File: src/rtl/servo_pwm_driver_if.sv
// Controller-facing bundle of the servo PWM driver: timebase clear/count and
// the per-motor reset/direction codes.
interface servo_pwm_driver_if #(
    parameter int CNT_W = 21
);
    logic             count_reset;
    logic [CNT_W-1:0] count_out;
    logic             motor_l_reset;
    logic [1:0]       motor_l_direction;
    logic             motor_r_reset;
    logic [1:0]       motor_r_direction;

    modport master (
        output count_reset,
        output motor_l_reset,
        output motor_l_direction,
        output motor_r_reset,
        output motor_r_direction,
        input  count_out
    );

    modport slave (
        input  count_reset,
        input  motor_l_reset,
        input  motor_l_direction,
        input  motor_r_reset,
        input  motor_r_direction,
        output count_out
    );
endinterface

File: src/rtl/servo_pwm_driver.sv
// Motor-side end of the direction controller link: a saturating timebase and
// two independent one-shot servo PWM channels (left = 0, right = 1).
module servo_pwm_driver #(
    parameter int CNT_W     = 21,
    parameter int PW_W      = 18,
    parameter int PULSE_CW  = 130000,
    parameter int PULSE_CCW = 170000,
    parameter int PULSE_STP = 150000
) (
    input  logic               clk,
    input  logic               reset,
    servo_pwm_driver_if.slave  ctrl,
    output logic               pwm_l,
    output logic               pwm_r
);

    typedef enum logic [1:0] {
        IDLE,
        HIGH,
        LOW
    } state_t;

    localparam logic [PW_W-1:0]  W_CW    = PW_W'(PULSE_CW);
    localparam logic [PW_W-1:0]  W_CCW   = PW_W'(PULSE_CCW);
    localparam logic [PW_W-1:0]  W_STP   = PW_W'(PULSE_STP);
    localparam logic [CNT_W-1:0] CNT_MAX = '1;

    logic [CNT_W-1:0] count_q;

    // NOTE: sequential state is written with <= so every register samples the
    // pre-edge values of its neighbours, independent of block ordering.
    always_ff @(posedge clk or negedge reset) begin
        if (!reset) begin
            count_q <= '0;
        end else if (ctrl.count_reset) begin
            count_q <= '0;
        end else if (count_q != CNT_MAX) begin
            count_q <= count_q + CNT_W'(1);
        end
    end

    assign ctrl.count_out = count_q;

    // Codes 00 and 11 both map to the neutral (stop) width.
    function automatic logic [PW_W-1:0] width_of(input logic [1:0] dir);
        case (dir)
            2'b01:   return W_CW;
            2'b10:   return W_CCW;
            default: return W_STP;
        endcase
    endfunction

    logic [1:0] ch_reset;
    logic [1:0] ch_dir [2];

    assign ch_reset  = {ctrl.motor_r_reset, ctrl.motor_l_reset};
    assign ch_dir[0] = ctrl.motor_l_direction;
    assign ch_dir[1] = ctrl.motor_r_direction;

    for (genvar i = 0; i < 2; i++) begin : g_ch
        state_t          state;
        logic [PW_W-1:0] pw_cnt;
        logic            pwm;

        // The counter is loaded with W on IDLE->HIGH and the output falls on the
        // edge that sees it at 1, giving exactly W high cycles.
        always_ff @(posedge clk or negedge reset) begin
            if (!reset) begin
                state  <= IDLE;
                pw_cnt <= '0;
                pwm    <= 1'b0;
            end else if (ch_reset[i]) begin
                state <= IDLE;
                pwm   <= 1'b0;
            end else begin
                case (state)
                    IDLE: begin
                        pw_cnt <= width_of(ch_dir[i]);
                        state  <= HIGH;
                        pwm    <= 1'b1;
                    end
                    HIGH: begin
                        pw_cnt <= pw_cnt - PW_W'(1);
                        if (pw_cnt == PW_W'(1)) begin
                            state <= LOW;
                            pwm   <= 1'b0;
                        end
                    end
                    default: begin
                        state <= LOW;
                        pwm   <= 1'b0;
                    end
                endcase
            end
        end
    end

    assign pwm_l = g_ch[0].pwm;
    assign pwm_r = g_ch[1].pwm;

endmodule

File: src/flat_wrapper.sv
// flat-port wrapper written by rule: the top's interface ports become plain ports
module servo_pwm_driver_flat 
#(
    parameter int CNT_W     = 21,
    parameter int PW_W      = 18,
    parameter int PULSE_CW  = 130000,
    parameter int PULSE_CCW = 170000,
    parameter int PULSE_STP = 150000
)
  (clk, reset, pwm_l, pwm_r, ctrl_count_reset, ctrl_motor_l_reset, ctrl_motor_l_direction, ctrl_motor_r_reset, ctrl_motor_r_direction, ctrl_count_out);
  servo_pwm_driver_if #(.CNT_W(CNT_W)) ctrl_i ();
  input  logic clk;
  input  logic reset;
  output logic pwm_l;
  output logic pwm_r;
  input wire logic [$bits(ctrl_i.count_reset)-1:0] ctrl_count_reset;
  input wire logic [$bits(ctrl_i.motor_l_reset)-1:0] ctrl_motor_l_reset;
  input wire logic [$bits(ctrl_i.motor_l_direction)-1:0] ctrl_motor_l_direction;
  input wire logic [$bits(ctrl_i.motor_r_reset)-1:0] ctrl_motor_r_reset;
  input wire logic [$bits(ctrl_i.motor_r_direction)-1:0] ctrl_motor_r_direction;
  output wire logic [$bits(ctrl_i.count_out)-1:0] ctrl_count_out;
  assign ctrl_i.count_reset = ctrl_count_reset;
  assign ctrl_i.motor_l_reset = ctrl_motor_l_reset;
  assign ctrl_i.motor_l_direction = ctrl_motor_l_direction;
  assign ctrl_i.motor_r_reset = ctrl_motor_r_reset;
  assign ctrl_i.motor_r_direction = ctrl_motor_r_direction;
  assign ctrl_count_out = ctrl_i.count_out;
  servo_pwm_driver #(.CNT_W(CNT_W), .PW_W(PW_W), .PULSE_CW(PULSE_CW), .PULSE_CCW(PULSE_CCW), .PULSE_STP(PULSE_STP)) u_core (.clk(clk), .reset(reset), .ctrl(ctrl_i), .pwm_l(pwm_l), .pwm_r(pwm_r));
endmodule
File: config.mk
export PLATFORM = sky130hd
export DESIGN_NAME = servo_pwm_driver_flat
export DESIGN_NICKNAME = d
export VERILOG_FILES = /design/src/rtl/servo_pwm_driver_if.sv /design/src/rtl/servo_pwm_driver.sv /design/src/flat_wrapper.sv
export SDC_FILE = /design/constraint.sdc
export NUM_CORES = 1
export LEC_CHECK = 0
export CORE_ASPECT_RATIO = 1.25
export CORE_MARGIN = 3
export CORE_UTILIZATION = 45
export CTS_BUF_LIST = sky130_fd_sc_hd__clkbuf_8 sky130_fd_sc_hd__clkbuf_16
export DETAILED_ROUTE_END_ITERATION = 8
export PLACE_DENSITY_LB_ADDON = 0.12
export SYNTH_ARGS = -nofsm -noshare
export SYNTH_HDL_FRONTEND = slang
export SYNTH_SLANG_ARGS = --single-unit
File: constraint.sdc
create_clock -name clk -period 1.8 [get_ports clk]
set_input_delay 0.36 -clock clk [delete_from_list [all_inputs] [get_ports clk]]
set_output_delay 0.36 -clock clk [all_outputs]
set_load 0.005 [all_outputs]
After elaboration in Yosys (flattened, before gate mapping)
Index checks and enable logic that the tools add are counted.

Multipliers: 0. $lt $le $gt $ge: 0. Add/subtract/negate cells: 3. Reductions and logical operators: 7. Divide/modulo/power cells: 0. Shifts and indexed selects: 0. Bitwise gates (word level): 2. Mux-type cells: 18. Equality and inequality tests: 11.

Operators by type and width (count): case mux 18 bit (2 select lines) (4); two-way mux 21 bit (2); equality test 18 x 1 -> 1 bit, second input constant (2); subtractor 18 x 1 -> 18 bit, second input constant (2); adder 21 x 1 -> 21 bit, second input constant (1); != test 21 bit, second input constant (1); equality test 2 x 1 -> 1 bit, second input constant (4); two-way mux 2 bit (4); case mux 2 bit (2 select lines) (2); != test 3 x 2 -> 1 bit, second input constant (2); nonzero test 2 bit (3); equality test 2 bit, second input constant (2); logical NOT 2 bit (2); two-way mux 1 bit (4); case mux 1 bit (2 select lines) (2); AND reduction 2 bit (2); inverter 1 bit (2).

Word-level logic and storage cells: 48. Memories: 0. Latch bits: 0. Bits in writable memories: 0. Bits in registers: 63. Output and inout port bits: 23. ROM bits: 0.

Longest topological paths before layout
Gate-level depths: netlist of the first run.

Depth after elaboration: 4. Gate-level depth with buffers: 7.

Least setup slack after synthesis of the first run
No wires, ideal clock.

Kind: register to register. From: register u_core.g_ch[0].pw_cnt[4]. To: register u_core.g_ch[0].pw_cnt[13]. Arrival: 1726 ps. Buffers on the path: 0. Setup slack: -53 ps. Library setup time: 127 ps. Cell stages (with the launch flop): 6. Cell sequence: dfrtp_1 or4_4 or3_4 nor3_2 mux2i_1 o21ai_1.

Word-level cells in the longest chain between the ends: 2.

RTL lines: start, declared (RTL line servo_pwm_driver.sv:62) `logic [PW_W-1:0] pw_cnt;`; start signal, assigned (RTL line servo_pwm_driver.sv:78) `pw_cnt <= width_of(ch_dir[i]);`; start signal, assigned (RTL line servo_pwm_driver.sv:83) `pw_cnt <= pw_cnt - PW_W'(1);`; subtractor 18 x 1 -> 18 bit (RTL line servo_pwm_driver.sv:83); case mux 18 bit (2 select lines) (RTL line servo_pwm_driver.sv:76) `case (state)`.

Every way passes these cells. A chain may end at the register's enable or synchronous reset.

Final worst setup path of the first run
From: register u_core.g_ch[0].pw_cnt[5]. To: register u_core.g_ch[0].pw_cnt[13].

Same word-level chain as after synthesis.

==> results.py, run 1 <==
metrics = {
    "outcome": {
        "run_status": "finished with violations",
        "failed_checks": "setup timing",
    },
    "finish": {
        "num_antenna_cells": 0,
        "multi_input_area_um2": 2000,
        "num-fill-cells": 674,
        "layout_commonest_cell": "dfrtp_1",
        "area_delta_synth_final_pct": 30.6,
        "final-seq-area_um2": 1530,
        "finalNetCount": 501,
        "utilization": 0.616,
        "stdcell_count": 578,
        "mostFrequentLayoutCells": "dfrtp_1 (60), nor2_1 (52), buf_4 (50)",
        "fraction_of_final_layout_cells_sized_beyond_drive_strength_1": 0.200,
    },
    "placement": {
        "dp_worst_setup_slack_ns": -0.0825,
        "place_inst": 560,
        "routabilityCongestion": 0.804,
        "io_buffers": 31,
        "final_hpwl_from_detailed_placement_mm": 6.03,
    },
    "global_routing": {
        "grt_first_pass_wirelength_mm": 14.5,
        "overflow": 0,
        "first_global_vias": 3135,
        "antenna_found_initial": 0,
        "grt_util_all_layers": 0.198,
        "grt_max_degree": 31,
    },
    "cts": {
        "cts_clock_pin_slew_for_the_worst_setup_and_hold_paths_ns": 0.07,
        "cts_sinks": 61,
        "worst_skew_pair_latency_ns": 0.34,
        "cts_tree": "built",
        "cts_htree_levels": 3,
        "cts.path.max_buffers": 2,
        "cts_made_buffers": 9,
        "clock-root-buffer": "clkbuf_8",
    },
    "pwr": {
        "power.combinational.fraction": 0.229,
        "p_per_area_nw_per_um2": 874,
        "power_frac_seq": 0.428,
        "worst_ir_drop_vdd_v": 0.000533,
        "internal_power_mw": 2.83,
        "p_sw_frac": 0.301,
        "clockPowerShare": 0.343,
        "netSwitchingPower_mw": 1.22,
        "power.leakage_nw": 1.93,
        "total_power_mw": 4.05,
    },
    "synthesis": {
        "postSynthRegisterBits": 61,
        "synth.distinct_cells": 57,
        "syn_avg_cell_area_um2": 8.83,
        "ys_async_sr_fraction": 1.00,
        "syn-num-nets": 422,
        "syn_inst": 402,
        "synth-edff-count": 0,
        "syn_area_um2": 3550,
        "most_instantiated_flip_flop_cell_in_the_synthesis_netlist": "dfrtp_1",
        "yosys_warnings": 0,
        "portion_of_the_post_synthesis_area_used_by_sequential_elements": 0.430,
    },
    "drt": {
        "detail_route.drc_violations": 0,
        "detailroute.via_count": 3306,
        "detailedRoute.firstPassIterationCount": 4,
        "route.detailed.vias_per_inst": 5.72,
        "wl_mm": 8.45,
        "route.antenna.remaining_nets": 0,
        "first_iter_violations": 180,
        "route.detailed.wl_per_inst_um": 14.6,
    },
    "floorplan": {
        "start_util": 0.471,
        "row_count": 35,
        "dieWidth_um": 85.5,
        "design.core.area_um2": 7530,
        "chipHeight_um": 105,
        "ios": 32,
        "die-area_um2": 9000,
    },
    "sta": {
        "max_clock_freq_mhz": 524,
        "rsz0062_at_grt": "yes",
        "worstMarginPinSlew_ns": 0.469,
        "hold_ws_ns": 0.465,
        "final_hold_viol_count": 0,
        "finalClockSkew_ns": 0.00514,
        "worst_slew_margin_rel": 0.686,
        "layout_min_cycle_time_ns": 1.91,
        "setup_slack_ns": -0.107,
        "finalCritPeriodShare": 1.06,
        "final_max_slew_viol_count": 0,
        "setup_viol": 3,
    },
    "worst_setup_path": {
        "critPathArrivalTime_ns": 2.12,
        "cpMaxStageDelayCell": "or4_4",
        "critical_path.max_fanout": 4,
        "worst_path_largest_cell_delay_ns": 0.53,
        "required_ns": 2.02,
        "worst_setup_path_end_kind": "register",
        "setup.worst_path.start_class": "register",
        "crit_chain": "or4_4 -> or3_4 -> nor3_4 -> mux2i_1 -> o21ai_1",
        "critPathKind": "register to register",
    },
    "run": {
        "max_cap_viol": 0,
    },
    "min_path": {
        "hold_class": "primary input to asynchronous set/reset pin",
    },
}
-- power groups by stage --
stage | combinational (mW) | clock (mW) | sequential (mW)
final | 0.926 | 1.39 | 1.74
after global routing | 1.05 | 1.46 | 1.76
after CTS | 0.911 | 1.42 | 1.72
after detailed placement | 0.907 | 0 | 1.74
after global placement | 0.884 | 0 | 1.74
after floorplan | 0.501 | 0 | 1.74
-- metrics by stage --
step | instance area (um2) | TNS, ns
floorplan | 3550 | -0.118
global placement | 4300 | -0.0924
detailed placement | 4300 | -0.173
CTS | 4550 | -0.222
global route | 4640 | -0.547
finish | 4640 | -0.267
-- cell type report --
type                            instances  share of cell area
Clock buffer                           11              0.0326
Clock inverter                          5              0.0159
Inverter                               14              0.0113
Multi-Input combinational cell        311               0.430
Sequential cell                        61               0.329
Tap cell                               92              0.0248
Timing Repair Buffer                   84               0.156
-- flip-flops by register name, summed over array words and instances, names as in the netlist --
signal / flops
u_core.g_ch.state: 4
u_core.ctrl.count_out: 21
u_core.g_ch.pw_cnt: 36
-- cells in the mapped netlist (4+ instances only) --
cell type   n  area share
ha_1       11       0.039
a211oi_1    5       0.011
dfrtp_1    61        0.43
o22ai_1     4      0.0070
a31oi_1    10       0.018
inv_1      13       0.014
mux2i_1     8       0.023
and3_1      4      0.0070
nand3_1    18       0.025
xnor2_1    14       0.035
nor3_1     11       0.016
a21oi_1    27       0.038
nand4_1    11       0.019
nand4b_1    4      0.0099
nand2_1    35       0.037
nor2_1     53       0.056
nor4_1      8       0.014
o21ai_0    33       0.047
a22o_1      4      0.0099
clkbuf_1   14       0.015
-- critical path: cells and delay by family (launching register included) --
family / cells / cell delay (ns)
compound gates: 1 / 0.08
mux: 1 / 0.20
flops: 1 / 0.38
simple gates: 3 / 1.12
-- path summary, 6_finish.rpt --
kind / startpoint / endpoint / slack [ns] / depth (start not counted)
min in group clk: u_core.g_ch[1].pw_cnt[10]$_DFFE_PN0P_ / u_core.g_ch[1].pw_cnt[10]$_DFFE_PN0P_ / 0.48 / 1
max reg2reg: u_core.g_ch[0].pw_cnt[5]$_DFFE_PN0P_ / u_core.g_ch[0].pw_cnt[13]$_DFFE_PN0P_ / -0.11 / 5
min reg2reg: u_core.g_ch[1].pw_cnt[10]$_DFFE_PN0P_ / u_core.g_ch[1].pw_cnt[10]$_DFFE_PN0P_ / 0.48 / 1
max in group asynchronous: reset / u_core.g_ch[0].state[0]$_DFFE_PN0P_ / 0.72 / 3
max: u_core.g_ch[0].pw_cnt[5]$_DFFE_PN0P_ / u_core.g_ch[0].pw_cnt[13]$_DFFE_PN0P_ / -0.11 / 5
min: reset / u_core.ctrl.count_out[18]$_DFFE_PN0P_ / 0.47 / 2
-- routing by layer --
layer | vias to the layer above | track usage | wire length [um]
met4 | 0 | 0.0792 | 104
li1 | 1625 | - | -
met2 | 54 | 0.319 | 3990
met1 | 1614 | 0.261 | 4080
met3 | 13 | 0.0360 | 277
met5 | - | 0 | 0
-- logic make-up (layout without fill, tap and decap cells) --
family | count (synthesis) | in the layout | share of synthesized area
buffers and inverters | 30 | 114 | 0.0324
XOR/XNOR | 15 | 15 | 0.0370
adder cells (fa/ha/maj) | 11 | 11 | 0.0388
AND/OR/NAND/NOR | 172 | 172 | 0.258
flip-flops | 61 | 61 | 0.430
multiplexers | 9 | 9 | 0.0257
AO/OA/AOI/OAI | 104 | 104 | 0.179
-- repair_timing --
| item | 4_1_cts | 5_1_grt |
|---|---|---|
| pin swaps | 0 | 5 |
| endpoints found under the hold margin | 12 | 0 |
| setup buffers | 0 | 1 |
| endpoints found under the setup margin | 3 | 21 |
| hold buffers | 1 | 0 |
| resized for setup | 1 | 18 |
(Power assumes the default switching activity.)
==> run 2, diff against run 1 <==
--- a/config.mk
+++ b/config.mk
@@ -10,7 +10,7 @@
 export CORE_UTILIZATION = 45
 export CTS_BUF_LIST = sky130_fd_sc_hd__clkbuf_8 sky130_fd_sc_hd__clkbuf_16
 export DETAILED_ROUTE_END_ITERATION = 8
-export PLACE_DENSITY_LB_ADDON = 0.12
+export PLACE_DENSITY = 0.77
 export SYNTH_ARGS = -nofsm -noshare
 export SYNTH_HDL_FRONTEND = slang
 export SYNTH_SLANG_ARGS = --single-unit
==> run 2 against run 1 <==
  * The flow still finishes with violations (setup timing)
  * Worst setup slack worse by 0.026 ns
  * Non-clock buffer count is 4 lower
  * Flip-flop and latch count stayed put
  * Core utilization is 0.20 points lower
  * Critical path type unchanged
  * Largest cell class unchanged
  * Highest routed layer unchanged
==> results.py, run 2 (synthesis results as in run 1) <==
metrics = {
    "worst_setup_path": {
        "required_ns": 2.03,
        "timing.critical_path.from": "u_core.g_ch[0].pw_cnt[5]$_DFFE_PN0P_",
        "critical_path.max_fanout": 4,
        "worst_path_largest_cell_delay_ns": 0.54,
        "critPathArrivalTime_ns": 2.16,
        "setup.worst_path.start_class": "register",
        "crit_chain": "or4_4 -> or3_4 -> nor3_4 -> mux2i_1 -> o21ai_1",
        "r2r-start": "u_core.g_ch[0].pw_cnt[5]$_DFFE_PN0P_",
        "worst_path_dominant_cell_family": "simple AND/OR/NAND/NOR gates",
        "cpMaxStageDelayCell": "or4_4",
        "critPathKind": "register to register",
        "worst-path-buf-inv": 0,
        "worst_setup_path_end_kind": "register",
    },
    "finish": {
        "number_of_flip_flops_in_the_largest_register": 36,
        "finalNetCount": 497,
        "num-fill-cells": 639,
        "stdcell_count": 574,
        "area_delta_synth_final_pct": 30.2,
        "final_area_um2": 4620,
        "num_antenna_cells": 0,
        "fraction_of_final_layout_cells_sized_beyond_drive_strength_1": 0.189,
        "layout_commonest_cell": "dfrtp_1",
        "utilization": 0.614,
        "mostFrequentLayoutCells": "dfrtp_1 (61), nor2_1 (53), buf_4 (47)",
        "largest-register": "u_core.g_ch.pw_cnt",
    },
    "sta": {
        "final_max_slew_viol_count": 0,
        "layout_min_cycle_time_ns": 1.93,
        "setup_viol": 3,
        "max_clock_freq_mhz": 517,
        "rsz0062_at_grt": "yes",
        "worst_slew_margin_rel": 0.644,
        "finalCritPeriodShare": 1.07,
        "worstMarginPinSlew_ns": 0.533,
        "finalClockSkew_ns": 0.0125,
        "setup_slack_ns": -0.133,
        "final_hold_viol_count": 0,
    },
    "floorplan": {
        "ios": 32,
        "chipHeight_um": 105,
        "row_count": 35,
        "start_util": 0.471,
        "die-area_um2": 9000,
        "dieWidth_um": 85.5,
        "design.core.area_um2": 7530,
    },
    "outcome": {
        "failed_checks": "setup timing",
        "run_status": "finished with violations",
    },
    "cts": {
        "cts_htree_levels": 3,
        "cts.path.max_buffers": 2,
        "cts_made_buffers": 9,
        "cts_sinks": 61,
        "cts_clock_pin_slew_for_the_worst_setup_and_hold_paths_ns": 0.08,
        "cts_tree": "built",
        "clock-root-buffer": "clkbuf_8",
        "worst_skew_pair_latency_ns": 0.35,
    },
    "drt": {
        "wl_mm": 8.92,
        "first_iter_violations": 228,
        "detailroute.via_count": 3346,
        "route.detailed.wl_per_inst_um": 15.5,
        "detail_route.drc_violations": 0,
        "route.antenna.remaining_nets": 0,
        "route.detailed.vias_per_inst": 5.83,
        "detailedRoute.firstPassIterationCount": 4,
    },
    "pwr": {
        "power.combinational.fraction": 0.240,
        "p_sw_frac": 0.317,
        "total_power_mw": 4.06,
        "internal_power_mw": 2.77,
        "power_frac_seq": 0.431,
        "netSwitchingPower_mw": 1.29,
        "worst_ir_drop_vdd_v": 0.000764,
        "p_per_area_nw_per_um2": 878,
        "power.leakage_nw": 1.91,
        "clockPowerShare": 0.328,
    },
    "global_routing": {
        "overflow": 0,
        "grt_util_all_layers": 0.201,
        "first_global_vias": 3266,
        "antenna_found_initial": 0,
        "grt_first_pass_wirelength_mm": 14.7,
        "grt_max_degree": 62,
    },
    "placement": {
        "routabilityCongestion": 0.877,
        "place_inst": 554,
        "dpl_cell_area_um2": 4270,
        "io_buffers": 31,
        "final_hpwl_from_detailed_placement_mm": 6.05,
    },
    "run": {
        "max_cap_viol": 0,
    },
    "min_path": {
        "hold_class": "primary input to asynchronous set/reset pin",
    },
}
[run 2: changes by cell type in the layout (fill, tap and decap cells not counted), sizes merged]
cell,change
buf,-3
bufinv,-1
clkbuf,+1
clkinv,-2
clkinvlp,+2
dlygate4sd3,-1
[run 2: through the flow]
step | setup slack, ns | hold slack [ns] | TNS (ns)
floorplan | -0.0529 | 0.0644 | -0.118
global placement | -0.0525 | 0.392 | -0.0731
detailed placement | -0.102 | 0.399 | -0.312
CTS | -0.114 | 0.0199 | -0.317
global route | -0.182 | 0.0372 | -0.679
finish | -0.133 | 0.00288 | -0.333
[run 2: worst paths after layout]
check | endpoint | slack [ns] | cells past startpoint
worst max register to register | u_core.g_ch[0].pw_cnt[13]$_DFFE_PN0P_ | -0.13 | 5
min in group clk | u_core.g_ch[1].pw_cnt[12]$_DFFE_PN0P_ | 0.51 | 1
worst min register to register | u_core.g_ch[1].pw_cnt[12]$_DFFE_PN0P_ | 0.51 | 1
max in group asynchronous | u_core.g_ch[1].pw_cnt[0]$_DFFE_PN0P_ | 1.51 | 2
worst max-delay path | u_core.g_ch[0].pw_cnt[13]$_DFFE_PN0P_ | -0.13 | 5
worst min-delay path | u_core.ctrl.count_out[18]$_DFFE_PN0P_ | 0.003 | 2
[run 2: cell type report]
type                    instances  area (um2)  share of cell area
well taps                      92         115              0.0249
multi-input cells             311        2010               0.435
clock buffers                  12         165              0.0357
clock inverters                 4        53.8              0.0116
repair buffers                 80         698               0.151
inverters                      14        52.6              0.0114
flip-flops and latches         61        1530               0.330
[run 2: power groups by stage]
stage / combinational, mW / sequential [mW] / clock [mW]
after floorplan: 0.501 / 1.74 / 0
after global placement: 0.874 / 1.73 / 0
after detailed placement: 0.914 / 1.74 / 0
after CTS: 0.922 / 1.72 / 1.36
after global routing: 1.09 / 1.77 / 1.41
final: 0.976 / 1.75 / 1.33
[run 2: routing by layer]
| metal | wire [um] | GRT usage |
|---|---|---|
| met5 | 0 | 0 |
| met4 | 265 | 0.110 |
| met3 | 335 | 0.0305 |
| met2 | 4600 | 0.347 |
| met1 | 3730 | 0.236 |
[run 2: timing repair]
| action | CTS | global route |
|---|---|---|
| setup buffers | 0 | 4 |
| hold buffers | 0 | 0 |
| pin swaps | 0 | 7 |
| gates resized for setup | 3 | 16 |
| setup endpoints to repair | 7 | 21 |
| endpoints found under the hold margin | 0 | 0 |
==> run 3, diff against run 2 <==
--- a/config.mk
+++ b/config.mk
@@ -5,12 +5,14 @@
 export SDC_FILE = /design/constraint.sdc
 export NUM_CORES = 1
 export LEC_CHECK = 0
-export CORE_ASPECT_RATIO = 1.25
+export CELL_PAD_IN_SITES_DETAIL_PLACEMENT = 2
+export CELL_PAD_IN_SITES_GLOBAL_PLACEMENT = 2
 export CORE_MARGIN = 3
-export CORE_UTILIZATION = 45
+export CORE_UTILIZATION = 32
 export CTS_BUF_LIST = sky130_fd_sc_hd__clkbuf_8 sky130_fd_sc_hd__clkbuf_16
 export DETAILED_ROUTE_END_ITERATION = 8
-export PLACE_DENSITY = 0.77
+export PLACE_DENSITY = 0.85
+export SLEW_MARGIN = 0
 export SYNTH_ARGS = -nofsm -noshare
 export SYNTH_HDL_FRONTEND = slang
 export SYNTH_SLANG_ARGS = --single-unit
==> run 3 against run 2 <==
  * The flow still finishes with violations (setup timing)
  * Sequential power about the same
  * First-iteration DRC count up 11%
  * Hold slack better by 0.50 ns
  * Sequential share of layout area down 2.4 points
  * Worst setup slack worse by 0.064 ns
  * Critical path depth unchanged
  * Non-clock buffer count up 23
  * Clock power about the same
  * Global-route usage up 2.1 points
  * Fmax down 3.2%
  * Die area up 38%
  * Critical path type unchanged
  * Critical endpoint is now u_core.g_ch[0].pw_cnt[17]$_DFFE_PN0P_
  * Highest routed layer unchanged
==> results.py, run 3 (synthesis results as in run 1) <==
metrics = {
    "sta": {
        "worst_slew_margin_rel": 0.588,
        "max_clock_freq_mhz": 501,
        "finalCritPeriodShare": 1.11,
        "final_max_slew_viol_count": 0,
        "setup_viol": 15,
        "tns_ns": -1.14,
        "layout_min_cycle_time_ns": 2.00,
        "finalClockSkew_ns": 0.0138,
        "worstMarginPinSlew_ns": 0.618,
        "setup_slack_ns": -0.198,
        "rsz0062_at_grt": "yes",
        "final_hold_viol_count": 0,
    },
    "floorplan": {
        "chipHeight_um": 111,
        "dieWidth_um": 111,
        "design.core.area_um2": 10600,
        "row_count": 37,
        "die-area_um2": 12400,
        "start_util": 0.336,
        "ios": 32,
    },
    "drt": {
        "route.detailed.vias_per_inst": 5.95,
        "detailedRoute.firstPassIterationCount": 4,
        "detail_route.drc_violations": 0,
        "wl_mm": 15.4,
        "route.antenna.remaining_nets": 0,
        "detailroute.via_count": 3811,
        "first_iter_violations": 254,
        "route.detailed.wl_per_inst_um": 24.0,
    },
    "placement": {
        "routabilityCongestion": 0.802,
        "io_buffers": 31,
        "final_hpwl_from_detailed_placement_mm": 9.00,
        "dpl_cell_area_um2": 4420,
    },
    "finish": {
        "finalNetCount": 520,
        "number_of_flip_flops_in_the_largest_register": 36,
        "fraction_of_final_layout_cells_sized_beyond_drive_strength_1": 0.283,
        "final_area_um2": 5020,
        "layout_commonest_cell": "buf_4",
        "largest-register": "u_core.g_ch.pw_cnt",
        "num-fill-cells": 1119,
        "area_delta_synth_final_pct": 41.4,
        "mostFrequentLayoutCells": "buf_4 (59), dfrtp_1 (54), nor2_1 (47)",
        "final-seq-area_um2": 1540,
        "num_antenna_cells": 0,
        "multi_input_area_um2": 2150,
    },
    "outcome": {
        "run_status": "finished with violations",
        "failed_checks": "setup timing",
    },
    "cts": {
        "cts_clock_pin_slew_for_the_worst_setup_and_hold_paths_ns": 0.10,
        "worst_skew_pair_latency_ns": 0.38,
        "cts.path.max_buffers": 2,
        "cts_sinks": 61,
        "cts_htree_levels": 3,
        "cts_made_buffers": 9,
        "cts_tree": "built",
        "clock-root-buffer": "clkbuf_8",
    },
    "pwr": {
        "power_frac_seq": 0.411,
        "worst_ir_drop_vdd_v": 0.000431,
        "p_per_area_nw_per_um2": 864,
        "netSwitchingPower_mw": 1.62,
        "internal_power_mw": 2.72,
        "p_sw_frac": 0.373,
        "clockPowerShare": 0.306,
        "power.leakage_nw": 2.10,
        "power.combinational.fraction": 0.283,
    },
    "global_routing": {
        "grt_util_all_layers": 0.222,
        "antenna_found_initial": 0,
        "first_global_vias": 4150,
        "overflow": 0,
        "grt_max_degree": 25,
        "grt_first_pass_wirelength_mm": 22.3,
    },
    "worst_setup_path": {
        "r2r-start": "u_core.g_ch[0].pw_cnt[4]$_DFFE_PN0P_",
        "worst_setup_path_end_kind": "register",
        "worst-r2r-cell-count": 5,
        "setup.worst_path.start_class": "register",
        "required_ns": 2.06,
        "cpMaxStageDelayCell": "or4_4",
        "critPathArrivalTime_ns": 2.25,
        "critical_path.max_fanout": 4,
        "crit_chain": "or4_4 -> or3_4 -> nor2_4 -> mux2i_2 -> a221oi_2",
        "r2r_setup_slack_ns": -0.20,
        "r2r-end": "u_core.g_ch[0].pw_cnt[17]$_DFFE_PN0P_",
        "worst_path_largest_cell_delay_ns": 0.53,
        "critPathKind": "register to register",
    },
    "min_path": {
        "hold_class": "primary input to asynchronous set/reset pin",
    },
    "run": {
        "max_cap_viol": 0,
    },
}
run 3: area by class of cell:
type	count	area share
Clock inverter	7	0.0147
Sequential cell	61	0.306
Multi-Input combinational cell	311	0.427
Clock buffer	9	0.0247
Timing Repair Buffer	103	0.183
Inverter	14	0.0105
Tap cell	136	0.0339
run 3: worst max path at each step:
| stage | to | start | depth (start not counted) | slack [ns] |
|---|---|---|---|---|
| 6_report | u_core.g_ch[0].pw_cnt[17]$_DFFE_PN0P_ | u_core.g_ch[0].pw_cnt[4]$_DFFE_PN0P_ | 5 | -0.20 |
| 5_1_grt | u_core.g_ch[0].state[1]$_DFFE_PN0P_ | u_core.g_ch[0].pw_cnt[11]$_DFFE_PN0P_ | 7 | -0.23 |
| 4_1_cts | u_core.g_ch[0].pw_cnt[13]$_DFFE_PN0P_ | u_core.g_ch[0].pw_cnt[5]$_DFFE_PN0P_ | 5 | -0.14 |
| 3_5_place_dp | u_core.g_ch[0].pw_cnt[13]$_DFFE_PN0P_ | u_core.g_ch[0].pw_cnt[5]$_DFFE_PN0P_ | 5 | -0.14 |
| 3_3_place_gp | u_core.g_ch[0].pw_cnt[13]$_DFFE_PN0P_ | u_core.g_ch[0].pw_cnt[5]$_DFFE_PN0P_ | 5 | -0.05 |
| 2_1_floorplan | u_core.g_ch[0].pw_cnt[13]$_DFFE_PN0P_ | u_core.g_ch[0].pw_cnt[4]$_DFFE_PN0P_ | 5 | -0.05 |
run 3: metal layers:
layer	up-vias	track usage	wire length (um)
met2	89	0.407	8180
met5	-	0	0
li1	1666	-	-
met4	0	0.0722	452
met1	2016	0.262	6280
met3	40	0.0402	493
run 3: what timing repair did:
action / 4_1_cts / 5_1_grt
hold buffers: 1 / 0
setup buffers: 2 / 13
resized for setup: 10 / 57
hold endpoints to repair: 15 / 0
setup endpoints to repair: 17 / 50
pin swaps: 0 / 27
cloned: 0 / 1
run 3: power groups by stage:
stage               logic [mW]  clock network (mW)  registers [mW]
floorplan                0.501                   0            1.74
global placement         0.936                   0            1.72
detailed placement        1.02                   0            1.75
CTS                       1.07                1.32            1.73
global route              1.33                1.40            1.80
finish                    1.23                1.33            1.78
run 3: critical path: cells and delay by family (launching register included):
family / cells / cell delay, ns
simple gates: 3 / 1.09
compound gates: 1 / 0.09
mux: 1 / 0.29
flops: 1 / 0.41
run 3: metrics by stage:
stage                     instances   util  hold slack, ns  setup slack, ns  power [mW]
after global routing            641  0.476           0.537           -0.233        4.54
after detailed placement        609  0.419           0.398           -0.141        2.77
final                           641  0.476           0.506           -0.198        4.34
after CTS                       628  0.444           0.505           -0.144        4.13
after floorplan                 402      -          0.0644          -0.0529        2.24
after global placement          609  0.419           0.386          -0.0542        2.66
==> RTL edit (settings of run 3) <==
`CNT_W` is set to 21 in 3 places; all go to 42.
--- a/src/rtl/servo_pwm_driver_if.sv
+++ b/src/rtl/servo_pwm_driver_if.sv
@@ -3,3 +3,3 @@
 interface servo_pwm_driver_if #(
-    parameter int CNT_W = 21
+    parameter int CNT_W = 42
 );
--- a/src/rtl/servo_pwm_driver.sv
+++ b/src/rtl/servo_pwm_driver.sv
@@ -3,3 +3,3 @@
 module servo_pwm_driver #(
-    parameter int CNT_W     = 21,
+    parameter int CNT_W     = 42,
     parameter int PW_W      = 18,
--- a/src/flat_wrapper.sv
+++ b/src/flat_wrapper.sv
@@ -3,3 +3,3 @@
 #(
-    parameter int CNT_W     = 21,
+    parameter int CNT_W     = 42,
     parameter int PW_W      = 18,
Ports: changed (resized ctrl_count_out); port bits go from 32 to 53. No check against the original RTL was run, so the function may have changed too.
==> RTL edit against run 3 <==
- the run now fails in 5_1_grt
- synthesized area up 38%
==> RTL edit: results <==
set metrics [dict create \
    cts.htree.levels 3 \
    gp_congestion 0.852 \
    ys_types 61 \
    place_area_um2 6880 \
    syn-num-nets 584 \
    grt-worst-endpoint "u_core.ctrl.count_out[31]$_DFFE_PN0P_/D" \
    antenna_found_initial 0 \
    cts_max_path_buffers 2 \
    yosysWarnings 0 \
    hpwl_mm 16.8 \
    ys_async_sr_fraction 1.00 \
    cts.sinks 82 \
    error "[ERROR DPL-0033] detailed placement checks failed during check placement." \
    worstEpCategory "sequential cell input" \
    numPortBuffers 52 \
    ys_top_cells_by_count "dfrtp_1, a21oi_1, o21ai_0, nor2_1, nand2_1" \
    status "stopped before the end" \
    grt_max_degree 44 \
    yosysSeqAreaShare 0.419 \
    die_w_um 130 \
    synth.area.top_cells "dfrtp_1, a21oi_1, o21ai_0, nor2_1, nand2_1" \
    lastStage "5_1_grt" \
    cts_inserted_buffers 9 \
    cts_root_buf "clkbuf_16" \
]
[RTL edit: per-stage QoR]
step	instances	setup TNS, ps	setup WS [ps]	utilization
after CTS	976	-17130	-488	0.530
after detailed placement	935	-20330	-757	0.466
after global placement	935	-8180	-379	0.466
after floorplan	564	-6850	-373	-
[RTL edit: repair_timing]
action | 4_1_cts
endpoints found under the hold margin | 22
endpoints found under the setup margin | 81
setup buffers | 25
pin swaps | 26
gates resized for setup | 129
hold buffers | 1
[RTL edit: cell families after synthesis]
logic type                 after synthesis  share of synthesized area
DFF                                     82                      0.419
adders and majority gates               11                     0.0281
AOI/OAI and AO/OA                      155                      0.188
muxes                                   17                     0.0368
buffers and inverters                   47                     0.0436
xor gates and xnor gates                 2                    0.00357
and+or+nand+nor                        250                      0.282
